==> config.mk <==
export PLATFORM = sky130hd
export DESIGN_NAME = answer_generator
export DESIGN_NICKNAME = d
export VERILOG_FILES = /design/src/rtl/answer_generator.sv
export SDC_FILE = /design/constraint.sdc
export NUM_CORES = 1
export LEC_CHECK = 0
export CAP_MARGIN = 30
export CORE_MARGIN = 10
export CORE_UTILIZATION = 55
export DETAILED_ROUTE_END_ITERATION = 8
export GPL_ROUTABILITY_DRIVEN = 0
export PLACE_DENSITY = 0.8
export REMOVE_ABC_BUFFERS = 1
export SLEW_MARGIN = 20
export SYNTH_ARGS = -nofsm -noshare
export SYNTH_HDL_FRONTEND = slang
export SYNTH_SLANG_ARGS = --single-unit
==> constraint.sdc <==
create_clock -name clk -period 2.7 [get_ports clk]
set_input_delay 0.54 -clock clk [delete_from_list [all_inputs] [get_ports clk]]
set_output_delay 0.54 -clock clk [all_outputs]
set_load 0.1 [all_outputs]
==> src/rtl/answer_generator.sv <==
// Secret-answer source for Bulls-and-Cows: manual load with validation, or a
// random draw of four distinct digits from a free-running Galois LFSR.
module answer_generator #(
    parameter logic [15:0] SEED       = 16'hACE1,
    parameter bit          ALLOW_ZERO = 1'b1,
    parameter int          DRAW_LIMIT = 64
) (
    input  logic        clk,
    input  logic        rst,
    input  logic        new_game,
    input  logic        load,
    input  logic [15:0] load_value,
    output logic [15:0] answer,
    output logic        answer_valid,
    output logic        busy,
    output logic        load_error
);

    typedef enum logic [1:0] {
        EMPTY = 2'd0,
        DRAW  = 2'd1,
        READY = 2'd2
    } state_t;

    localparam logic [7:0]  LIMIT8    = 8'(DRAW_LIMIT);
    localparam logic [15:0] LFSR_MASK = 16'hB400;

    state_t      state_reg, state_next;
    logic [15:0] lfsr_reg, lfsr_next;
    logic [1:0]  idx_reg, idx_next;
    logic [7:0]  draw_cnt_reg, draw_cnt_next;
    logic [15:0] answer_reg, answer_next;
    logic        valid_reg, valid_next;
    logic        busy_reg, busy_next;
    logic        load_error_reg, load_error_next;

    logic [3:0]  load_nib [4];
    logic [3:0]  slot_digit [4];
    logic [3:0]  slot_filled;
    logic [15:0] used_mask;
    logic        load_ok;
    logic [3:0]  fill_digit;
    logic [3:0]  candidate;
    logic        cand_ok;

    function automatic logic is_legal(input logic [3:0] d);
        return (d <= 4'd9) && (ALLOW_ZERO || (d != 4'd0));
    endfunction

    // Nibble views of the load word and of the answer slots (slot 0 = MSB nibble).
    generate
        for (genvar gi = 0; gi < 4; gi++) begin : g_slot
            assign load_nib[gi]    = load_value[15 - 4*gi -: 4];
            assign slot_digit[gi]  = answer_reg[15 - 4*gi -: 4];
            assign slot_filled[gi] = (2'(gi) < idx_reg);
        end
    endgenerate

    always_comb begin
        load_ok = 1'b1;
        for (int i = 0; i < 4; i++) begin
            if (!is_legal(load_nib[i])) begin
                load_ok = 1'b0;
            end
            for (int j = i + 1; j < 4; j++) begin
                if (load_nib[i] == load_nib[j]) begin
                    load_ok = 1'b0;
                end
            end
        end
    end

    // Digits already committed during the current draw.
    always_comb begin
        used_mask = '0;
        for (int i = 0; i < 4; i++) begin
            if (slot_filled[i]) begin
                used_mask[slot_digit[i]] = 1'b1;
            end
        end
    end

    // Descending scan so the last hit is the lowest free legal digit.
    always_comb begin
        fill_digit = 4'd0;
        for (int d = 9; d >= 0; d--) begin
            if (is_legal(4'(d)) && !used_mask[4'(d)]) begin
                fill_digit = 4'(d);
            end
        end
    end

    always_comb begin
        candidate = (draw_cnt_reg < LIMIT8) ? lfsr_reg[3:0] : fill_digit;
        cand_ok   = is_legal(candidate) && !used_mask[candidate];
    end

    always_comb begin
        if (lfsr_reg == 16'h0000) begin
            lfsr_next = 16'h0001;
        end else begin
            lfsr_next = {1'b0, lfsr_reg[15:1]} ^ (lfsr_reg[0] ? LFSR_MASK : 16'h0000);
        end
    end

    always_comb begin
        state_next      = state_reg;
        idx_next        = idx_reg;
        draw_cnt_next   = draw_cnt_reg;
        answer_next     = answer_reg;
        valid_next      = valid_reg;
        busy_next       = busy_reg;
        load_error_next = 1'b0;

        case (state_reg)
            EMPTY, READY: begin
                if (load) begin
                    if (load_ok) begin
                        answer_next = load_value;
                        valid_next  = 1'b1;
                        state_next  = READY;
                    end else begin
                        load_error_next = 1'b1;
                    end
                end else if (new_game) begin
                    state_next    = DRAW;
                    busy_next     = 1'b1;
                    valid_next    = 1'b0;
                    answer_next   = 16'h0000;
                    idx_next      = 2'd0;
                    draw_cnt_next = 8'd0;
                end
            end
            DRAW: begin
                load_error_next = load;
                if (draw_cnt_reg != 8'hFF) begin
                    draw_cnt_next = draw_cnt_reg + 8'd1;
                end
                if (cand_ok) begin
                    for (int i = 0; i < 4; i++) begin
                        if (idx_reg == 2'(i)) begin
                            answer_next[15 - 4*i -: 4] = candidate;
                        end
                    end
                    idx_next = idx_reg + 2'd1;
                    if (idx_reg == 2'd3) begin
                        state_next = READY;
                        busy_next  = 1'b0;
                        valid_next = 1'b1;
                    end
                end
            end
            default: begin
                state_next = EMPTY;
            end
        endcase
    end

    always_ff @(posedge clk) begin
        if (rst) begin
            state_reg      <= EMPTY;
            lfsr_reg       <= SEED;
            idx_reg        <= 2'd0;
            draw_cnt_reg   <= 8'd0;
            answer_reg     <= 16'h0000;
            valid_reg      <= 1'b0;
            busy_reg       <= 1'b0;
            load_error_reg <= 1'b0;
        end else begin
            state_reg      <= state_next;
            lfsr_reg       <= lfsr_next;
            idx_reg        <= idx_next;
            draw_cnt_reg   <= draw_cnt_next;
            answer_reg     <= answer_next;
            valid_reg      <= valid_next;
            busy_reg       <= busy_next;
            load_error_reg <= load_error_next;
        end
    end

    assign answer       = answer_reg;
    assign answer_valid = valid_reg;
    assign busy         = busy_reg;
    assign load_error   = load_error_reg;

endmodule

==> metrics, run 1 <==
run status complete, no violations; post-DR vias/cell 6.038; ANT cells 0; I/O pins 39; CP max FO 6; min-delay src lfsr_reg[8]; slowest CP cell dfxtp_2; Synth cell types 69; crit-path most repeated cell a32o_1; FF-to-FF setup slack 0.08 ns; CP cell instances ha_1 -> nor3b_4 -> a32o_1 -> a21oi_4 -> a21o_1 -> o2111ai_4 -> nand3_2 -> or3_1 -> a32o_1; Syn Inst Count 340; WHS 0.4425 ns; R2R Path Start idx_reg[0]; post-synth top area share 32.72%; Root Driver clkbuf_8; setup tns final 0 ns; CTS tree yes; Worst Skew 0.003119 ns; CTS clk-pin slew, worst paths 0.09 ns; CP Capture Type flip-flop; CP delay by family, top compound AO/OA/AOI/OAI gates; Most used DFF post-synth dfxtp_1; synthesized area 2875 um2; GRT Resource Usage Total 18.66%; pin count of the biggest net entering global routing 29; IO Port Bufs 38; sw power 0.7176 mW; post-route ant nets 0; first-pass GRT wire length 13370 um; worst slew pin tran 0.5004 ns; Design Area, Final 3669 um2; Area contributors post-synth dfxtp_1 (33%), xnor2_1 (6.7%), a21oi_1 (5.6%); Rel. slew slack 66.42%; Slew Viols, Final 0; initial antenna violation count 0; H-tree depth 2; hpwl dp 6125 um; Area growth syn-to-layout 27.59%; Setup crit start idx_reg[0]; Worst Path Required 2.90 ns; switching part of the total 36.81%; clock share of power 27.3%; syn_area_per_cell 8.457 um2; fmax 381.4 MHz; Ys Warns 0; hold_buf cts 0; top-count cell post-synth dfxtp_1; routed wire length 8053 um; Final Setup Violations 0; Die X 92.31 um; path type of the worst min-delay path reg2reg; Clock Path Buffers 2; nets@finish 431; die height 92.31 um; vias in the first global route 2772; Worst-Skew Late Latency 0.30 ns; layout cells sized above 1 24.88%; GRT overflow 0; Final Hold Viols 0; Critical Path Source Type flip-flop; DR WL/cell 16.92 um; post-synthesis async set-or-reset flop share 0%; cell taking the most area after synthesis dfxtp_1; #FFs+latches synth 47; fill count 399; DRC viols 0; Gate power share 31.4%; most instantiated cells after synthesis dfxtp_1 (47), a21oi_1 (32), nor2_1 (32); VDD IR max 0.4169 mV; Post-synth EDFFs 0; Post-Layout Cell Count 476; sequential fraction of the synthesis area 32.72%; Max stage delay on crit path 0.39 ns; sequential power share 41.4%; DR vias 2874; core area 5075 um2; P_leak 1.383 nW; clock sinks 47; placed insts 467; Crit path buffers/inverters 0; placed cell area 3491 um2; Initial Util 56.66%; Power Dens Cells 531.5 nW/um2; initial DRC count 223; drt first pass iters 5; CTS Buf Count 5; Setup Crit Path Kind reg2reg; Rows 26; max-capacitance violation count 0; P_int 1.232 mW; Period minus WS final 2.622 ns; arrival time of the worst setup path 2.83 ns; period utilization 97.10%; die area 8520 um2
## path summary, 6_finish.rpt
kind | to | cells past startpoint
max | idx_reg[0] | 9
min | lfsr_reg[7] | 1
max reg2reg | idx_reg[0] | 9
min reg2reg | lfsr_reg[7] | 1
## per-stage QoR
| step | util [%] | setup WS, ns | total power [mW] |
|---|---|---|---|
| floorplan | - | -0.1074 | 1.220 |
| global placement | 68.79 | -0.1579 | 1.405 |
| detailed placement | 68.79 | -0.2042 | 1.415 |
| CTS | 71.13 | 0.02559 | 1.945 |
| global route | 72.29 | -0.009810 | 2.027 |
| finish | 72.29 | 0.07838 | 1.950 |
## worst register-to-register path, cell delays in order (launching register included)
cell and delay, ns:
dfxtp_2 0.39, ha_1 0.23, nor3b_4 0.27, a32o_1 0.29
a21oi_4 0.07, a21o_1 0.22, o2111ai_4 0.30, nand3_2 0.14
or3_1 0.39, a32o_1 0.23
## logic make-up after synthesis
kind of cell             count (synthesis)  share of synthesized area [%]
AND/OR/NAND/NOR                        135                          25.28
XOR/XNOR                                31                          9.443
flip-flops                              47                          32.72
buffers and inverters                   23                          3.177
multiplexers                             2                         0.7398
AO/OA/AOI/OAI                           96                          26.02
adder cells (fa/ha/maj)                  6                          2.611
## per-layer routing
layer	track usage [%]	share of wire [%]	wire (um)	vias to the layer above
li1	-	-	-	1383
met1	24.74	45	3592	1329
met2	29.47	46	3674	143
met3	4.116	8.0	646	19
met4	5.784	1.7	139	0
met5	0	0	0	-
## power by group through the flow
stage	Sequential (mW)	Combinational, mW	Clock [mW]
global placement	0.815	0.590	0
finish	0.807	0.611	0.532
floorplan	1.01	0.212	0
global route	0.814	0.650	0.563
detailed placement	0.816	0.598	0
CTS	0.801	0.601	0.543
## area by class of cell
class	instances	area [um2]	area share, %
multi-input cells	270	1896	51.67
well taps	70	87.58	2.387
flip-flops and latches	47	943.4	25.72
clock inverters	3	46.29	1.262
repair buffers	70	585.6	15.96
clock buffers	5	68.82	1.876
inverters	11	41.29	1.126
## cell usage in the layout (no fill, tap or decap), types with 5 or more instances in the layout
cell              n
inv_1             8
ha_1              5
nand4_1           8
o21ai_0          10
nand2_1          23
buf_4            50
clkdlybuf4s50_1  19
nor2_1           31
xnor2_1          22
clkbuf_8          5
dfxtp_1          45
nor2b_1          10
nor3_1            6
or3_1             5
a21oi_1          31
a311oi_1          5
xor2_1            9
or2_2             5
nand3_1          13
a211oi_2          6
and2_1            7
## what timing repair did
action | 4_1_cts | 5_1_grt
setup buffers | 0 | 1
gates cloned | 0 | 0
gates resized for setup | 3 | 11
endpoints found under the setup margin | 6 | 22
pin swaps | 1 | 7
No activity file was read; power rests on OpenSTA's default activity.
==> run 2, diff against run 1 <==
--- a/config.mk
+++ b/config.mk
@@ -12,7 +12,6 @@
 export GPL_ROUTABILITY_DRIVEN = 0
 export PLACE_DENSITY = 0.8
 export REMOVE_ABC_BUFFERS = 1
-export SLEW_MARGIN = 20
 export SYNTH_ARGS = -nofsm -noshare
 export SYNTH_HDL_FRONTEND = slang
 export SYNTH_SLANG_ARGS = --single-unit
==> results of run 2 <==
Same layout as run 1: the final DEF is identical, and so are final timing and power.
